<file path="config.mk">
export PLATFORM = sky130hd
export DESIGN_NAME = game_ctrl
export DESIGN_NICKNAME = d
export VERILOG_FILES = /design/src/rtl/pong_pkg.sv /design/src/rtl/btn_sync.sv /design/src/rtl/game_ctrl.sv
export SDC_FILE = /design/constraint.sdc
export NUM_CORES = 1
export LEC_CHECK = 0
export BUFFER_PORTS_ARGS = -buffer_cell sky130_fd_sc_hd__buf_2
export CAP_MARGIN = 40
export CORE_MARGIN = 3
export CORE_UTILIZATION = 45
export CTS_CLUSTER_SIZE = 28
export DETAILED_ROUTE_END_ITERATION = 10
export GPL_TIMING_DRIVEN = 0
export HOLD_SLACK_MARGIN = 0.02
export SLEW_MARGIN = 20
export SYNTH_ARGS = -nofsm -noshare
export SYNTH_HDL_FRONTEND = slang
export SYNTH_SLANG_ARGS = --single-unit
export TNS_END_PERCENT = 30
</file>
<file path="constraint.sdc">
create_clock -name clk -period 4.6 [get_ports clk]
set_input_delay 0 -clock clk [delete_from_list [all_inputs] [get_ports clk]]
set_output_delay 0 -clock clk [all_outputs]
set_load 0.01 [all_outputs]
</file>
<file path="src/rtl/pong_pkg.sv">
`default_nettype none
// ---------------------------------------------------------------------------
// pong_pkg : shared game state encoding, screen geometry and paddle helper
// Revision  : 1.0
// ---------------------------------------------------------------------------
package pong_pkg;

  typedef enum logic [1:0] {
    ST_IDLE  = 2'd0,
    ST_SERVE = 2'd1,
    ST_PLAY  = 2'd2,
    ST_OVER  = 2'd3
  } game_state_t;

  localparam int SCREEN_W     = 640;
  localparam int SCREEN_H     = 480;
  localparam int PADDLE_X_MIN = 40;
  localparam int PADDLE_X_MAX = 80;
  localparam int PADDLE_H     = 80;
  localparam int BALL_SIZE    = 8;
  localparam int WALL_X       = 560;

  localparam int SERVE_X        = 316;
  localparam int SERVE_Y        = 236;
  localparam int PADDLE_Y_RESET = 200;
  localparam int LIVES_INIT     = 3;

  // Limits on the top-left coordinate so the sprite stays fully on screen.
  localparam int PADDLE_Y_MAX = SCREEN_H - PADDLE_H;
  localparam int BALL_Y_MAX   = SCREEN_H - BALL_SIZE;
  localparam int BALL_X_MAX   = WALL_X - BALL_SIZE;

  function automatic logic [9:0] paddle_next(input logic [9:0] y,
                                             input logic       up,
                                             input logic       dn,
                                             input int         step);
    logic [10:0] sum;
    sum         = {1'b0, y} + 11'(step);
    paddle_next = y;
    if (up && !dn) begin
      paddle_next = (y < 10'(step)) ? 10'd0 : y - 10'(step);
    end else if (dn && !up) begin
      paddle_next = (sum > 11'(PADDLE_Y_MAX)) ? 10'(PADDLE_Y_MAX) : sum[9:0];
    end
  endfunction

endpackage
`default_nettype wire

</file>
<file path="src/rtl/btn_sync.sv">
`default_nettype none
// ---------------------------------------------------------------------------
// btn_sync : two-flop synchroniser for a raw button, optional rising-edge out
// Revision : 1.0
// ---------------------------------------------------------------------------
module btn_sync #(
  parameter bit RISE_EDGE = 1'b0
) (
  input  logic clk,
  input  logic reset,
  input  logic btn,
  output logic out
);

  logic meta;
  logic sync;

  always_ff @(posedge clk or posedge reset) begin
    if (reset) begin
      meta <= 1'b0;
      sync <= 1'b0;
    end else begin
      meta <= btn;
      sync <= meta;
    end
  end

  generate
    if (RISE_EDGE) begin : g_edge
      logic prev;
      always_ff @(posedge clk or posedge reset) begin
        if (reset) prev <= 1'b0;
        else       prev <= sync;
      end
      assign out = sync & ~prev;
    end else begin : g_level
      assign out = sync;
    end
  endgenerate

endmodule
`default_nettype wire

</file>
<file path="src/rtl/game_ctrl.sv">
`default_nettype none
// ---------------------------------------------------------------------------
// game_ctrl : single-player pong controller (paddle, ball, lives, score)
//             Define GAME_CTRL_SCORE_EN to build the hit-count score register.
// Revision  : 1.0
// ---------------------------------------------------------------------------
module game_ctrl
  import pong_pkg::*;
#(
  parameter int SERVE_FRAMES = 60,
  parameter int PADDLE_STEP  = 4,
  parameter int BALL_SPEED   = 2
) (
  input  logic       clk,
  input  logic       reset,
  input  logic       frame_tick,
  input  logic       btn_up,
  input  logic       btn_down,
  input  logic       btn_start,
  output logic [9:0] player_y_pos,
  output logic [9:0] ball_x,
  output logic [9:0] ball_y,
  output logic [1:0] game_state,
  output logic [1:0] lives,
  output logic [7:0] score,
  output logic       miss
);

  localparam int CNT_W = $clog2(SERVE_FRAMES + 1);

  localparam logic signed [10:0] SPEED     = 11'(BALL_SPEED);
  localparam logic signed [10:0] X_MAX_S   = 11'(BALL_X_MAX);
  localparam logic signed [10:0] Y_MAX_S   = 11'(BALL_Y_MAX);
  localparam logic signed [10:0] PLANE_X_S = 11'(PADDLE_X_MAX);

  logic up_s, down_s, start_rise;

  btn_sync #(.RISE_EDGE(1'b0)) u_sync_up (
    .clk   (clk),
    .reset (reset),
    .btn   (btn_up),
    .out   (up_s)
  );

  btn_sync #(.RISE_EDGE(1'b0)) u_sync_down (
    .clk   (clk),
    .reset (reset),
    .btn   (btn_down),
    .out   (down_s)
  );

  btn_sync #(.RISE_EDGE(1'b1)) u_sync_start (
    .clk   (clk),
    .reset (reset),
    .btn   (btn_start),
    .out   (start_rise)
  );

  game_state_t      state_q, state_d;
  logic [CNT_W-1:0] serve_cnt_q, serve_cnt_d;
  logic [9:0]       paddle_q, paddle_d;
  logic [9:0]       ball_x_q, ball_x_d;
  logic [9:0]       ball_y_q, ball_y_d;
  logic             dx_neg_q, dx_neg_d;
  logic             dy_neg_q, dy_neg_d;
  logic [1:0]       lives_q, lives_d;
  logic             miss_q, miss_d;

  logic signed [10:0] dx, dy, next_x, next_y;
  logic               in_play_tick, at_plane, paddle_hit, miss_evt, serve_done;
  logic               new_game, enter_serve;

  // Ball geometry is evaluated from pre-tick positions for both axes at once.
  always_comb begin
    dx           = dx_neg_q ? -SPEED : SPEED;
    dy           = dy_neg_q ? -SPEED : SPEED;
    next_x       = $signed({1'b0, ball_x_q}) + dx;
    next_y       = $signed({1'b0, ball_y_q}) + dy;
    in_play_tick = frame_tick && (state_q == ST_PLAY);
    at_plane     = dx_neg_q && (next_x <= PLANE_X_S);
    paddle_hit   = (({1'b0, ball_y_q} + 11'(BALL_SIZE)) > {1'b0, paddle_q}) &&
                   ({1'b0, ball_y_q} < ({1'b0, paddle_q} + 11'(PADDLE_H)));
    miss_evt     = in_play_tick && at_plane && !paddle_hit;
    serve_done   = frame_tick && (state_q == ST_SERVE) &&
                   (serve_cnt_q == CNT_W'(SERVE_FRAMES - 1));
  end

  always_ff @(posedge clk or posedge reset) begin
    if (reset) state_q <= ST_IDLE;
    else       state_q <= state_d;
  end

  always_comb begin
    state_d = state_q;
    case (state_q)
      ST_IDLE:  if (start_rise) state_d = ST_SERVE;
      ST_SERVE: if (serve_done) state_d = ST_PLAY;
      ST_PLAY:  if (miss_evt)   state_d = (lives_q > 2'd1) ? ST_SERVE : ST_OVER;
      ST_OVER:  if (start_rise) state_d = ST_IDLE;
      default:  state_d = ST_IDLE;
    endcase
  end

  assign new_game    = (state_q == ST_IDLE) && start_rise;
  assign enter_serve = (state_d == ST_SERVE) && (state_q != ST_SERVE);

  always_comb begin
    paddle_d    = paddle_q;
    ball_x_d    = ball_x_q;
    ball_y_d    = ball_y_q;
    dx_neg_d    = dx_neg_q;
    dy_neg_d    = dy_neg_q;
    lives_d     = lives_q;
    serve_cnt_d = serve_cnt_q;
    miss_d      = 1'b0;

    if (frame_tick && ((state_q == ST_SERVE) || (state_q == ST_PLAY))) begin
      paddle_d = paddle_next(paddle_q, up_s, down_s, PADDLE_STEP);
    end

    if (frame_tick && (state_q == ST_SERVE)) begin
      serve_cnt_d = serve_cnt_q + 1'b1;
    end

    if (in_play_tick) begin
      if (miss_evt) begin
        // A missed ball freezes in place; a re-serve below overrides it.
        miss_d  = 1'b1;
        lives_d = (lives_q > 2'd1) ? lives_q - 2'd1 : 2'd0;
      end else begin
        if (at_plane) begin
          ball_x_d = 10'(PADDLE_X_MAX + 1);
          dx_neg_d = 1'b0;
        end else if (next_x > X_MAX_S) begin
          ball_x_d = 10'(BALL_X_MAX);
          dx_neg_d = ~dx_neg_q;
        end else begin
          ball_x_d = next_x[9:0];
        end

        if (next_y < 11'sd0) begin
          ball_y_d = 10'd0;
          dy_neg_d = ~dy_neg_q;
        end else if (next_y > Y_MAX_S) begin
          ball_y_d = 10'(BALL_Y_MAX);
          dy_neg_d = ~dy_neg_q;
        end else begin
          ball_y_d = next_y[9:0];
        end
      end
    end

    if (new_game) begin
      lives_d = 2'(LIVES_INIT);
    end

    if (enter_serve) begin
      ball_x_d    = 10'(SERVE_X);
      ball_y_d    = 10'(SERVE_Y);
      dx_neg_d    = 1'b1;
      dy_neg_d    = 1'b0;
      serve_cnt_d = '0;
    end
  end

  always_ff @(posedge clk or posedge reset) begin
    if (reset) begin
      paddle_q    <= 10'(PADDLE_Y_RESET);
      ball_x_q    <= 10'(SERVE_X);
      ball_y_q    <= 10'(SERVE_Y);
      dx_neg_q    <= 1'b1;
      dy_neg_q    <= 1'b0;
      lives_q     <= 2'd0;
      serve_cnt_q <= '0;
      miss_q      <= 1'b0;
    end else begin
      paddle_q    <= paddle_d;
      ball_x_q    <= ball_x_d;
      ball_y_q    <= ball_y_d;
      dx_neg_q    <= dx_neg_d;
      dy_neg_q    <= dy_neg_d;
      lives_q     <= lives_d;
      serve_cnt_q <= serve_cnt_d;
      miss_q      <= miss_d;
    end
  end

`ifdef GAME_CTRL_SCORE_EN
  logic [7:0] score_q;
  logic       hit_evt;

  assign hit_evt = in_play_tick && at_plane && paddle_hit;

  always_ff @(posedge clk or posedge reset) begin
    if (reset) begin
      score_q <= 8'd0;
    end else if (new_game) begin
      score_q <= 8'd0;
    end else if (hit_evt && (score_q != 8'hFF)) begin
      score_q <= score_q + 8'd1;
    end
  end

  assign score = score_q;
`else
  assign score = 8'd0;
`endif

  assign player_y_pos = paddle_q;
  assign ball_x       = ball_x_q;
  assign ball_y       = ball_y_q;
  assign game_state   = state_q;
  assign lives        = lives_q;
  assign miss         = miss_q;

endmodule
`default_nettype wire

</file>
==> impl_metrics.env, run 1 <==
export IMPL_start_kind="flip-flop"
export IMPL_setup_viol=0
export IMPL_core_area_um2=8340
export IMPL_firstDrtPassIters=4
export IMPL_drv_cap=0
export IMPL_wl_met2_mm=4.34
export IMPL_clk_pin_slew_ns=0.09
export IMPL_synthMuxAreaShare_pct=0.925
export IMPL_grt_pass1_vias=3136
export IMPL_drt_total_wl_mm=9.07
export IMPL_hold_start="frame_tick"
export IMPL_max_clock_path_buffers=2
export IMPL_htree_levels=2
export IMPL_synth_top_cell_area_share_pct=21.1
export IMPL_min_to="serve_cnt_q[1]"
export IMPL_cts_sink_count=47
export IMPL_met3_wirelength_um=346
export IMPL_slew_violations=0
export IMPL_ios=49
export IMPL_antenna_found_initial=0
export IMPL_drt_iter0_markers=111
export IMPL_finalCriticalPeriod_ns=4.22
export IMPL_vias=3359
export IMPL_ff2ff_setup_slack_ns=0.38
export IMPL_crit_buf_inv=2
export IMPL_synth_fa_ha_area_share_pct=14.7
export IMPL_synthTopCellsByArea="dfrtp_1 21%, ha_1 14%, dfstp_2 9.4%, nand2_1 3.9%, a21oi_1 3.8%"
export IMPL_dp_hpwl_mm=6.90
export IMPL_grt_usage_pct=19.0
export IMPL_postCtsSetupBuffers=0
export IMPL_max_freq_mhz=237
export IMPL_synth_xor_area_share_pct=7.12
export IMPL_cp_end_kind="flip-flop"
export IMPL_syn_area_per_cell_um2=8.89
export IMPL_num_rows=33
export IMPL_crit_chain="clkbuf_1, a21oi_1, nor2_1, xnor2_1, ha_1, nand3_1, o211ai_1, a21oi_1, nor3_1, a2bb2o_4, o21ai_4, mux2_4, a221oi_4, buf_4, nor2_1"
export IMPL_synth_cells=441
export IMPL_remaining_drc_errors=0
export IMPL_synthFlopType="dfrtp_1"
export IMPL_worst_slew_pin_slew_ns=0.631
export IMPL_die_height_um=99.4
export IMPL_hold_path_depth=4
export IMPL_critPathMaxFanout=10
export IMPL_p_leak_uw=0.00205
export IMPL_cts_tree="built"
export IMPL_min_path_type="in -> reg"
export IMPL_numCtsBuffers=5
export IMPL_power_total_uw=1410
export IMPL_crit_required_ns=4.79
export IMPL_wire_per_inst_um=15.0
export IMPL_initial_core_util_pct=47.0
export IMPL_globalplace_congestion=0.870
export IMPL_cp_arrival_ns=4.41
export IMPL_grt_max_degree=32
export IMPL_fin_tns_setup_ns=0
export IMPL_netlist_area_um2=3920
export IMPL_synthSimpleGateAreaFrac_pct=17.9
export IMPL_r2r_end="ball_x[1]"
export IMPL_critPathKind="reg -> reg"
export IMPL_ys_ff_latch=47
export IMPL_fin_skew_ns=0.00703
export IMPL_highest_layer="met4"
export IMPL_ant_nets=0
export IMPL_synth_top_family_by_area="compound AO/OA/AOI/OAI gates"
export IMPL_diodes=0
export IMPL_synth_edf_count=0
export IMPL_ir_drop_v=0.000147
export IMPL_nets=551
export IMPL_slew_limit_headroom_pct=57.6
export IMPL_synth_distinct_cells=67
export IMPL_reg2reg_depth=15
export IMPL_io_buffer_count=37
export IMPL_yosysMostFrequentCell="ha_1"
export IMPL_timing_rr_start="player_y_pos[6]"
export IMPL_synth_compound_area_share_pct=23.1
export IMPL_synth_commonest_cells="43 x ha_1, 41 x nand2_1, 33 x dfrtp_1, 30 x a21oi_1, 29 x nor2_1"
export IMPL_rsz0062_at_grt="no"
export IMPL_cp_top_family="compound AO/OA/AOI/OAI gates"
export IMPL_yosysSeqAreaShare_pct=30.4
export IMPL_synthArstFlopShare_pct=100
export IMPL_root_buffer="clkbuf_8"
export IMPL_die_w_um=99.4
export IMPL_max_stage_delay_ns=0.56
export IMPL_areaGrowthSynthToFinish_pct=12.8
export IMPL_grt_overflow=0
export IMPL_timing_final_crit_share_pct=91.8
export IMPL_vias_per_cell=5.54
export IMPL_clock_latency_ns=0.30
export IMPL_dieArea_um2=9870
export IMPL_slowest_stage="dfstp_2"
export IMPL_drive_gt1_share_pct=18.4
export IMPL_outcome="complete, no violations"
export IMPL_synth_area_leader_cell="dfrtp_1"
export IMPL_hold_violations=0
export IMPL_yosys_warnings=0
export IMPL_grt_pass1_wl_mm=15.3
export IMPL_power_density_nw_per_um2=319
export IMPL_wirelength_met1_mm=4.33
## placed cells by master, fill, tap and decap left out, types with 3 or more instances in the layout
| cell | synthesis | routed |
|---|---|---|
| nand2_1 | 41 | 41 |
| dlygate4sd3_1 | 0 | 4 |
| xnor2_1 | 17 | 17 |
| o31ai_1 | 3 | 3 |
| o21ai_0 | 24 | 24 |
| a211o_1 | 8 | 8 |
| dfrtp_1 | 33 | 33 |
| xor2_1 | 13 | 13 |
| nand3_1 | 15 | 15 |
| nand2b_1 | 13 | 13 |
| nor2_1 | 29 | 29 |
| nor3_1 | 11 | 11 |
| inv_1 | 23 | 22 |
| nor2b_1 | 6 | 6 |
| and2_1 | 5 | 5 |
| or2_2 | 3 | 3 |
| and3_1 | 4 | 4 |
| a21oi_1 | 30 | 30 |
| clkbuf_1 | 7 | 7 |
| or3_1 | 4 | 4 |
| o21a_1 | 6 | 6 |
| buf_2 | 1 | 38 |
| a21o_1 | 6 | 6 |
| o211ai_1 | 5 | 5 |
| ha_1 | 43 | 43 |
| conb_1 | 1 | 11 |
| clkbuf_8 | 0 | 5 |
| a31oi_1 | 7 | 7 |
| a221o_1 | 4 | 4 |
| buf_4 | 12 | 12 |
| o22ai_1 | 4 | 4 |
| nand4_1 | 5 | 5 |
| dfstp_2 | 14 | 14 |
## power breakdown
part | internal (uW) | switching, uW
clock | 107 | 150
combinational | 256 | 394
sequential | 463 | 42.8
## per-stage QoR
step	setup WS (ns)	area [um^2]	instances	hold WS, ns	utilization, %
4_1_cts	0.365	4420	606	0.0421	53.0
2_1_floorplan	0.996	3960	451	0.0314	-
3_5_place_dp	0.401	4300	594	0.0140	51.5
6_report	0.377	4420	606	0.0505	53.0
3_3_place_gp	0.468	4280	593	0.109	51.3
5_1_grt	0.111	4420	606	0.0658	53.0
## metal layers
| layer | vias to the layer above | GRT usage [%] |
|---|---|---|
| met2 | 64 | 31.2 |
| li1 | 1693 | - |
| met3 | 4 | 2.66 |
| met1 | 1598 | 26.5 |
| met4 | 0 | 4.73 |
| met5 | - | 0 |
## final cells by class
type,count,area (um^2)
Fill cell,808,3920
Clock inverter,3,18.8
Multi-Input combinational cell,359,2540
Buffer,22,136
Tap cell,105,131
Inverter,23,86.3
Sequential cell,47,1190
Timing Repair Buffer,42,245
Clock buffer,5,68.8
## worst max-delay path by stage
stage | startpoint | end | cells after the start
after floorplan | player_y_pos[6] | ball_x[0] | 15
after global placement | player_y_pos[6] | ball_x[0] | 15
after detailed placement | player_y_pos[6] | ball_x[1] | 15
after CTS | player_y_pos[6] | ball_x[1] | 15
after global routing | player_y_pos[6] | ball_x[7] | 15
final | player_y_pos[6] | ball_x[1] | 15
## flip-flops by register name, indices dropped and copies added (netlist names)
register and cells:
ball_x 10, ball_y 9, dx_neg_q 1, dy_neg_q 1
game_state 2, lives 2, miss 1, player_y_pos 8
serve_cnt_q 6, u_sync_down.meta 1, u_sync_down.out 1, u_sync_start.g_edge.prev 1
u_sync_start.meta 1, u_sync_start.sync 1, u_sync_up.meta 1, u_sync_up.out 1
## repair_timing
action | 4_1_cts | 5_1_grt
hold buffers | 4 | 0
resized for setup | 0 | 0
endpoints found under the hold margin | 32 | 0
## worst reg2reg max path, cell delays in order, from the launching register on
cell,delay [ns]
dfstp_2,0.56
clkbuf_1,0.36
a21oi_1,0.15
nor2_1,0.14
xnor2_1,0.09
ha_1,0.32
nand3_1,0.11
o211ai_1,0.18
a21oi_1,0.06
nor3_1,0.40
a2bb2o_4,0.28
o21ai_4,0.22
mux2_4,0.35
a221oi_4,0.55
buf_4,0.28
nor2_1,0.07
## logic make-up (layout without fill, tap and decap cells)
group	Yosys count	after routing
simple gates	143	143
flops	47	47
mux	3	3
fa+ha+maj	45	45
buf+inv	45	95
compound gates	126	126
other cells	1	11
xor+xnor	31	31
Note: power is estimated with default switching activity, not from simulation.
==> run 2: changes to the inputs <==
--- a/config.mk
+++ b/config.mk
@@ -5,10 +5,12 @@
 export SDC_FILE = /design/constraint.sdc
 export NUM_CORES = 1
 export LEC_CHECK = 0
+export ABC_AREA = 1
 export BUFFER_PORTS_ARGS = -buffer_cell sky130_fd_sc_hd__buf_2
 export CAP_MARGIN = 40
 export CORE_MARGIN = 3
 export CORE_UTILIZATION = 45
+export CTS_BUF_LIST = sky130_fd_sc_hd__clkbuf_2 sky130_fd_sc_hd__clkbuf_4 sky130_fd_sc_hd__clkbuf_8
 export CTS_CLUSTER_SIZE = 28
 export DETAILED_ROUTE_END_ITERATION = 10
 export GPL_TIMING_DRIVEN = 0
==> run 2 against run 1 <==
  * Global-route usage is 0.88 points higher
  * Flip-flop and latch count stayed put
  * Non-clock buffer count is 2 lower
  * Clock skew is 0.0030 ns higher
  * Area after synthesis is 6.0% higher
  * Count of clock-buffer cells in the layout stayed put
  * Clock power is 25% higher
  * Register-to-register slack better by 0.71 ns
  * Sequential share of layout area is 1.6 points lower
  * Setup slack better by 0.71 ns
  * Via count is 13% higher
==> impl_metrics.env, run 2 <==
export IMPL_dp_cells=731
export IMPL_nets=686
export IMPL_timing_rr_start="player_y_pos[4]"
export IMPL_mostFrequentLayoutCell="nand2_1"
export IMPL_numCtsBuffers=5
export IMPL_critPathKind="reg -> reg"
export IMPL_mostFrequentLayoutCells="145 x nand2_1, 72 x inv_1, 47 x nand3_1, 47 x nor2_1, 43 x ha_1"
export IMPL_htree_levels=2
export IMPL_dp_hpwl_mm=7.77
export IMPL_firstDrtPassIters=4
export IMPL_grt_usage_pct=19.9
export IMPL_finalCriticalPeriod_ns=3.51
export IMPL_yosysSeqAreaShare_pct=28.7
export IMPL_root_buffer="clkbuf_8"
export IMPL_cts_tree="built"
export IMPL_yosysMostFrequentCell="nand2_1"
export IMPL_synth_commonest_cells="145 x nand2_1, 73 x inv_1, 47 x nand3_1, 47 x nor2_1, 43 x ha_1"
export IMPL_synth_cells=575
export IMPL_max_clock_path_buffers=2
export IMPL_synthFlopType="dfrtp_1"
export IMPL_grt_max_degree=31
export IMPL_r2r_end="ball_x[0]"
export IMPL_setup_viol=0
export IMPL_rsz0062_at_grt="no"
export IMPL_synth_edf_count=0
export IMPL_cp_top_family="simple AND/OR/NAND/NOR gates"
export IMPL_dieArea_um2=10400
export IMPL_postCtsSetupBuffers=0
export IMPL_antenna_found_initial=0
export IMPL_synthArstFlopShare_pct=100
export IMPL_reg2reg_depth=18
export IMPL_areaGrowthSynthToFinish_pct=13.1
export IMPL_crit_chain="clkbuf_1, inv_1, o21ai_0, nand3_1, xor2_1, ha_1, nand3_1, nor2_1, nor2_1, nand2_1, nor2_1, nor2_1, nand2_4, inv_2, nor2_4, inv_2, o211ai_1, nand2_1"
export IMPL_cts_sink_count=47
export IMPL_ff2ff_setup_slack_ns=1.09
export IMPL_timing_final_crit_share_pct=76.3
export IMPL_drt_total_wl_mm=9.74
export IMPL_yosys_warnings=0
export IMPL_syn_area_per_cell_um2=7.23
export IMPL_ys_ff_latch=47
export IMPL_critPathMaxFanout=9
export IMPL_max_stage_delay_ns=0.45
export IMPL_vias_per_cell=5.11
export IMPL_ir_drop_v=0.000394
export IMPL_grt_pass1_vias=3624
export IMPL_hold_violations=0
export IMPL_drt_iter0_markers=121
export IMPL_synth_area_leader_cell="dfrtp_1"
export IMPL_drv_cap=0
export IMPL_cp_arrival_ns=3.70
export IMPL_min_path_type="in -> async"
export IMPL_die_height_um=102
export IMPL_vias=3804
export IMPL_ant_nets=0
export IMPL_fin_skew_ns=0.00999
export IMPL_slew_violations=0
export IMPL_max_freq_mhz=285
export IMPL_diodes=0
export IMPL_remaining_drc_errors=0
export IMPL_synth_distinct_cells=46
export IMPL_fin_cells=744
export IMPL_outcome="complete, no violations"
export IMPL_p_leak_uw=0.00250
export IMPL_core_area_um2=8850
export IMPL_power_density_nw_per_um2=799
export IMPL_die_w_um=102
export IMPL_drive_gt1_share_pct=16.4
export IMPL_start_kind="flip-flop"
export IMPL_slowest_stage="dfrtp_1"
export IMPL_wire_per_inst_um=13.1
export IMPL_cts_hold_buffers_added=5
export IMPL_crit_required_ns=4.79
export IMPL_crit_buf_inv=4
export IMPL_io_buffer_count=37
export IMPL_netlist_area_um2=4160
export IMPL_clock_latency_ns=0.31
export IMPL_synth_top_cell_area_share_pct=19.9
export IMPL_ios=49
export IMPL_whs_ns=0.215
export IMPL_cp_end_kind="flip-flop"
export IMPL_fin_tns_setup_ns=0
export IMPL_largest_reg_flops=10
export IMPL_crit_top_cell="nor2_1"
export IMPL_cts_resized=0
export IMPL_initial_core_util_pct=47.0
export IMPL_globalplace_congestion=0.888
export IMPL_synthTopCellsByArea="dfrtp_1 20%, nand2_1 13%, ha_1 13%, dfstp_2 8.9%, inv_1 6.6%"
export IMPL_num_rows=34
export IMPL_grt_overflow=0
export IMPL_grt_pass1_wl_mm=16.8
export IMPL_clk_pin_slew_ns=0.10
## run 2: per-layer routing
metal  global-route usage, %  share of wire, %  vias to the layer above
met5                       0                 0                        -
met4                    4.44              0.81                        0
met3                    2.32               2.8                        8
met2                    32.9                46                       66
met1                    28.1                50                     1748
li1                        -                 -                     1982
## run 2: worst min-delay path, cell delays in order
cell and delay, ns:
dlygate4sd3_1 0.53, buf_2 0.12, inv_2 0.31
## run 2: logic make-up (layout without fill, tap and decap cells)
| group | Yosys count | count (layout) | share of synthesized area (%) |
|---|---|---|---|
| adder cells (fa/ha/maj) | 45 | 45 | 13.9 |
| buffers and inverters | 98 | 149 | 10.7 |
| AO/OA/AOI/OAI | 78 | 78 | 11.1 |
| other | 1 | 11 | 0.0902 |
| flip-flops | 47 | 47 | 28.7 |
| XOR/XNOR | 25 | 25 | 5.27 |
| AND/OR/NAND/NOR | 281 | 281 | 30.2 |
## run 2: how the worst max path moves through the flow
stage / from / end / cells past startpoint
global route: player_y_pos[4] / ball_x[1] / 19
detailed placement: player_y_pos[4] / ball_x[1] / 19
CTS: player_y_pos[4] / ball_x[1] / 19
floorplan: ball_y[3] / ball_x[0] / 21
global placement: player_y_pos[4] / ball_y[8] / 19
finish: player_y_pos[4] / ball_x[0] / 18
## run 2: area by class of cell
cell class / count / area, um^2
clock inverters: 3 / 46.3
plain buffers: 19 / 148
flip-flops and latches: 47 / 1190
well taps: 108 / 135
inverters: 79 / 297
multi-input cells: 440 / 2560
fillers: 886 / 4150
clock buffers: 5 / 68.8
repair buffers: 43 / 255
## run 2: report_power, final
| part | switching, uW | internal (uW) |
|---|---|---|
| registers | 196 | 588 |
| logic | 1650 | 1000 |
| clock network | 157 | 164 |
| total | 2000 | 1750 |
## run 2: metrics by stage
| stage | power [uW] | setup WS [ns] | instance area (um^2) | util, % |
|---|---|---|---|---|
| after floorplan | 2810 | 1.67 | 4190 | - |
| final | 3750 | 1.09 | 4700 | 53.1 |
| after CTS | 3770 | 1.12 | 4700 | 53.1 |
| after global routing | 4200 | 0.812 | 4700 | 53.1 |
| after detailed placement | 3430 | 1.16 | 4530 | 51.2 |
| after global placement | 3380 | 1.20 | 4510 | 51.0 |
